===== src/rtl/rv_pkg.sv =====
// rv_pkg: shared types and constants for the instruction fetch stage
package rv_pkg;

    localparam logic [31:0] RESET_PC    = 32'h0000_0000;
    localparam logic [31:0] INSTR_BYTES = 32'd4;

    typedef struct packed {
        logic [31:0] pc;
        logic [31:0] instr;
    } fetch_entry_t;

    typedef enum logic {
        FS_RUN,
        FS_HALT
    } fetch_state_t;

endpackage


===== src/rtl/fetch_fifo.sv =====
// fetch_fifo: small registered FIFO of {pc, instr} entries with single-cycle flush
module fetch_fifo
    import rv_pkg::*;
#(
    parameter int DEPTH = 2,
    localparam int AW = $clog2(DEPTH),
    localparam int CW = AW + 1
) (
    input  logic         clk,
    input  logic         rst_n,
    input  logic         push_i,
    input  fetch_entry_t data_i,
    input  logic         pop_i,
    input  logic         flush_i,
    output fetch_entry_t head_o,
    output logic [CW-1:0] count_o,
    output logic         empty_o
);

    fetch_entry_t  mem_q [DEPTH];
    fetch_entry_t  last_q;
    logic [AW-1:0] wr_q, rd_q;
    logic [CW-1:0] cnt_q;

    assign count_o = cnt_q;
    assign empty_o = cnt_q == '0;
    assign head_o  = empty_o ? last_q : mem_q[rd_q];

    // Storage and pointers; flush drops all entries but leaves the read slot untouched
    always_ff @(posedge clk or negedge rst_n) begin
        if (!rst_n) begin
            mem_q <= '{default: '0};
            wr_q  <= '0;
            rd_q  <= '0;
            cnt_q <= '0;
        end else if (flush_i) begin
            wr_q  <= rd_q;
            cnt_q <= '0;
        end else begin
            if (push_i) mem_q[wr_q] <= data_i;
            if (push_i) wr_q <= wr_q + 1'b1;
            if (pop_i) rd_q <= rd_q + 1'b1;
            cnt_q <= cnt_q + CW'(push_i) - CW'(pop_i);
        end
    end

    // Remember the most recent head so the output holds steady while empty
    always_ff @(posedge clk or negedge rst_n) begin
        if (!rst_n) last_q <= '0;
        else if (!empty_o) last_q <= mem_q[rd_q];
    end

endmodule


===== src/rtl/fetch_unit.sv =====
// fetch_unit: owns the PC, reads the instruction ROM and buffers fetched words toward decode
module fetch_unit
    import rv_pkg::*;
#(
    parameter logic [31:0] RESET_PC   = rv_pkg::RESET_PC,
    parameter int          FIFO_DEPTH = 2
) (
    input  logic        clk,
    input  logic        rst_n,
    output logic [31:0] imem_addr,
    input  logic [31:0] imem_data,
    input  logic        redirect_valid,
    input  logic [31:0] redirect_pc,
    output logic        out_valid,
    input  logic        out_ready,
    output logic [31:0] out_pc,
    output logic [31:0] out_instr,
    output logic        fetch_fault
);

    localparam int CW = $clog2(FIFO_DEPTH) + 1;

    fetch_state_t  state_q, state_d;
    logic [31:0]   pc_q, pc_d;
    logic          push, pop, fifo_empty;
    logic [CW-1:0] fifo_count;
    fetch_entry_t  head;

    assign imem_addr   = pc_q;
    assign out_valid   = ~fifo_empty;
    assign out_pc      = head.pc;
    assign out_instr   = head.instr;
    assign fetch_fault = state_q == FS_HALT;
    assign pop         = out_valid & out_ready;
    assign push        = (state_q == FS_RUN) & ~redirect_valid & ((fifo_count < CW'(FIFO_DEPTH)) | pop);

    // Next PC and run/halt state; a redirect wins over sequential fetch
    always_comb begin
        state_d = state_q;
        pc_d    = pc_q;
        if (redirect_valid) begin
            pc_d    = redirect_pc;
            state_d = (redirect_pc[1:0] != 2'b00) ? FS_HALT : FS_RUN;
        end else if (push) begin
            pc_d = pc_q + INSTR_BYTES;
        end
    end

    // PC and fault state registers
    always_ff @(posedge clk or negedge rst_n) begin
        if (!rst_n) begin
            state_q <= FS_RUN;
            pc_q    <= RESET_PC;
        end else begin
            state_q <= state_d;
            pc_q    <= pc_d;
        end
    end

    fetch_fifo #(.DEPTH(FIFO_DEPTH)) u_fifo (
        .clk     (clk),
        .rst_n   (rst_n),
        .push_i  (push),
        .data_i  ('{pc: pc_q, instr: imem_data}),
        .pop_i   (pop),
        .flush_i (redirect_valid),
        .head_o  (head),
        .count_o (fifo_count),
        .empty_o (fifo_empty)
    );

endmodule


===== config.mk =====
export PLATFORM = sky130hd
export DESIGN_NAME = fetch_unit
export DESIGN_NICKNAME = d
export VERILOG_FILES = /design/src/rtl/rv_pkg.sv /design/src/rtl/fetch_fifo.sv /design/src/rtl/fetch_unit.sv
export SDC_FILE = /design/constraint.sdc
export NUM_CORES = 1
export LEC_CHECK = 0
export BUFFER_PORTS_ARGS = -buffer_cell sky130_fd_sc_hd__buf_4
export CAP_MARGIN = 20
export CORE_UTILIZATION = 35
export CTS_BUF_LIST = sky130_fd_sc_hd__clkbuf_4
export CTS_CLUSTER_DIAMETER = 200
export DETAILED_ROUTE_END_ITERATION = 8
export PLACE_DENSITY = 0.57
export SYNTH_ARGS = -nofsm -noshare
export SYNTH_HDL_FRONTEND = slang
export SYNTH_SLANG_ARGS = --single-unit

===== constraint.sdc =====
create_clock -name clk -period 2.3 [get_ports clk]
set_clock_uncertainty 0.05 [all_clocks]
set_input_delay 0.69 -clock clk [delete_from_list [all_inputs] [get_ports clk]]
set_output_delay 0.69 -clock clk [all_outputs]
set_load 0.02 [all_outputs]

==> flow_summary_export.csv <==
group,metric,value,unit
run,cap_viol_max_count,0,
detailed_routing,route.detailed.drc,0,
layout,area_delta_synth_final,34.7,%
critical_path,cp-startpoint,"u_fifo.count_o[1]$_DFF_PN0_",
detailed_routing,ant_nets,0,
sta,rsz0062_at_grt,"yes",
critical_path,rr_startpoint,"u_fifo.count_o[1]$_DFF_PN0_",
detailed_routing,first_pass_iters,4,
worst_hold_path,min-delay-start,"imem_data[23]",
detailed_routing,drt_iter0_drc,284,
sta,setup_viol,65,
synthesis,synth_cells,805,
critical_path,cp.required,1.56,ns
global_route,met1_usage,0.219,
global_route,grt_pass1_wl,39.1,mm
die,row_count,61,
critical_path,cp.arrival,1.98,ns
power_and_ir_drop,share_comb_of_total_power,0.490,
power_and_ir_drop,seq_power_share,0.329,
critical_path,critPathKind,"register to output port",
place,dp_hpwl,15.8,mm
place,dp_cells,1336,
detailed_routing,post_drt_wl_per_cell,17.4,um
sta,fin_crit_sh,1.18,
synthesis,netlist_area,0.00987,mm^2
sta,tns,-23.33,ns
critical_path,critPathBufInv,2,
die,initial_core_util,0.355,
layout,final_cells,1463,
global_route,overflow,0,
synthesis,synthSimpleGateAreaFrac,0.0953,
synthesis,synth_top_family_by_area,"multiplexers",
power_and_ir_drop,intPower,12700,uW
worst_hold_path,hp-class,"primary input to register",
synthesis,synth_compound_area_frac,0.0673,
critical_path,cp-end-kind,"output port",
power_and_ir_drop,ir_worst_vdd,0.907,mV
clock_tree,cts_tree,"yes",
critical_path,crit_slowest_cell,"dfrtp_1",
critical_path,startpoint_type,"register",
global_route,grt_use_total,0.172,
synthesis,syn_avg_cell_area,12.3,um^2
clock_tree,insertion_delay,0.66,ns
global_route,gr-max-usage-layer,"met2",
synthesis,synth-seq-area-share,0.581,
synthesis,ys_seq_elements,229,
die,core_region_area,0.0278,mm^2
die,die_w,170,um
global_route,use_met3,0.0451,
synthesis,synth_mux_area_frac,0.214,
detailed_routing,routed_via_density,4.98,
synthesis,synthXorXnorAreaFrac,0.0107,
synthesis,synth_cell_types,41,
synthesis,syn_nets,876,
clock_tree,clockBufferDepth,3,
sta,setup_slack,-0.419,ns
power_and_ir_drop,switching_power,7990,uW
sta,relSlewSlack,0.621,
synthesis,synthAdderAreaFrac,0.00380,
clock_tree,clkTransAtPathRegs,0.06,ns
critical_path,path_delay_family,"simple AND/OR/NAND/NOR gates",
power_and_ir_drop,power_leakage,0.00577,uW
synthesis,synth-edff-count,0,
critical_path,max_stage_delay,0.43,ns
power_and_ir_drop,clkPwrFrac,0.181,
power_and_ir_drop,powerDensity,1560,mW/mm^2
status,violations,"negative setup slack",
critical_path,critPathMaxFanout,22,
critical_path,worstPathCellList,"or2_4 > buf_12 > nor2_1 > a21oi_2 > buf_4",
sta,tightest_slew,0.568,ns
clock_tree,htreeDepth,3,
global_route,grt_use_met2,0.278,
sta,min_period,2.72,ns
die,io_pins,166,
die,die_h,170,um
layout,layout-drive-gt1-share,0.517,
detailed_routing,wirelength,25.5,mm
global_route,grt_max_degree,54,
sta,max_freq,368,MHz
sta,slew_violations,0,
clock_tree,cts_sinks,229,
sta,finalHoldViolCount,0,
status,outcome,"complete, but fails checks",
synthesis,synthFlopType,"dfrtp_1",
place,gp_congestion,0.749,
place,portBuffers,165,
clock_tree,cts_buffers,67,
clock_tree,clockRootBuffer,"clkbuf_4",
global_route,grt_pass1_vias,7482,
layout,nets,1111,
synthesis,yosysWarnings,0,
die,die-area,0.0289,mm^2
power_and_ir_drop,switching_share,0.386,
synthesis,async_reset_ff_frac,1.00,
global_route,antenna_found_initial,1,
detailed_routing,vias,7286,
## sequential cells by signal, indices dropped and copies added, names as in the netlist
register / flops
fetch_fault: 1
imem_addr: 32
u_fifo.count_o: 2
u_fifo.last_q: 64
u_fifo.mem_q: 128
u_fifo.rd_q: 1
u_fifo.wr_q: 1
## area by class of cell
class,instances,area [um^2]
diodes,2,5.00
clock buffers,92,691
clock inverters,20,128
fillers,2645,14500
inverters,7,26.3
multi-input cells,513,4250
flip-flops and latches,229,5740
well taps,378,473
repair buffers,222,1980
## worst paths after layout
path	to	slack, ns	cells past startpoint
setup / recovery	out_instr[21]	-0.42	5
hold / removal	u_fifo.mem_q[23]$_DFFE_PN0P_	0.22	2
setup reg to reg	imem_addr[21]$_DFFE_PN0P_	0.15	5
hold reg to reg	u_fifo.mem_q[92]$_DFFE_PN0P_	0.44	1
max in group asynchronous	u_fifo.mem_q[8]$_DFFE_PN0P_	0.99	3
min in group asynchronous	u_fifo.mem_q[87]$_DFFE_PN0P_	0.50	2
## cells by family (layout without fill, tap and decap cells)
family,Yosys count,count (layout)
buf+inv,65,341
compound gates,116,116
other cells,0,2
fa+ha+maj,3,3
simple gates,185,187
xor+xnor,12,12
flops,229,229
mux,195,195
## synth_stat cells (2+ instances only)
master / n / area share
a31oi_1: 19 / 0.012
nor2b_1: 2 / 0.0013
nor3_1: 3 / 0.0015
nand4_1: 14 / 0.0089
mux2_1: 3 / 0.0034
or3_1: 5 / 0.0032
a21oi_1: 65 / 0.033
and4_1: 3 / 0.0027
buf_1: 3 / 0.0011
clkbuf_2: 2 / 0.0010
o21ai_0: 11 / 0.0056
and2_1: 3 / 0.0019
o31ai_1: 15 / 0.011
clkbuf_1: 32 / 0.012
and3_1: 3 / 0.0019
or2_1: 3 / 0.0019
nand2_1: 20 / 0.0076
xor2_1: 3 / 0.0027
mux2_2: 127 / 0.14
buf_2: 20 / 0.010
or4_1: 20 / 0.015
dfrtp_1: 229 / 0.58
nor2_1: 89 / 0.034
mux2i_1: 65 / 0.066
nand4_2: 2 / 0.0025
nand3_1: 7 / 0.0035
o31a_1: 3 / 0.0027
nor4_1: 3 / 0.0019
ha_1: 3 / 0.0038
nand2b_1: 3 / 0.0019
inv_1: 7 / 0.0027
xnor2_1: 9 / 0.0080
## power groups by stage
stage	Sequential, uW	Clock [uW]	Combinational (uW)
CTS	6730	3920	9210
finish	6800	3740	10100
detailed placement	6770	0	8520
global placement	6710	0	8410
floorplan	6600	0	5270
global route	7020	4160	10800
## placed cells by master (no fill, tap or decap), types with 5 or more instances in the layout
cell	synthesis	routed
a31oi_1	19	19
mux2i_2	0	6
nor2_2	0	33
o31ai_1	15	15
nand2_1	20	20
buf_6	0	17
mux2_2	127	127
clkinv_1	0	15
clkbuf_4	0	92
mux2i_1	65	59
nand3_1	7	7
buf_12	0	12
nand4_1	14	14
buf_4	1	186
xnor2_1	9	9
inv_1	7	7
dfrtp_1	229	227
or3_1	5	5
a21oi_2	0	60
or4_1	20	20
o21ai_0	11	11
nor2_1	89	54
## per-layer routing
layer	share of wire	vias up	wire length, um
met5	0	-	0
met4	0.020	0	509
met3	0.053	48	1350
met2	0.48	194	12200
met1	0.45	3655	11400
li1	-	3389	-
## through the flow
stage / total power, uW / hold WS (ns) / instance area [um^2] / worst slack (ns) / util
5_1_grt: 22000 / 0.174 / 13300 / -0.532 / 0.478
6_report: 20700 / 0.222 / 13300 / -0.419 / 0.478
3_3_place_gp: 15100 / 0.418 / 11900 / -0.0446 / 0.427
2_1_floorplan: 11900 / 0.344 / 9870 / -0.0998 / -
4_1_cts: 19900 / 0.159 / 12900 / -0.501 / 0.465
3_5_place_dp: 15300 / 0.424 / 11900 / -0.0895 / 0.427
## what timing repair did
item / in CTS / in global routing
setup endpoints to repair: 65 / 66
hold buffers: 1 / 0
gates cloned: 1 / 7
hold endpoints to repair: 44 / 0
setup buffers: 2 / 2
gates resized for setup: 63 / 65
pin swaps: 3 / 5
Note: power is estimated with default switching activity, not from simulation.
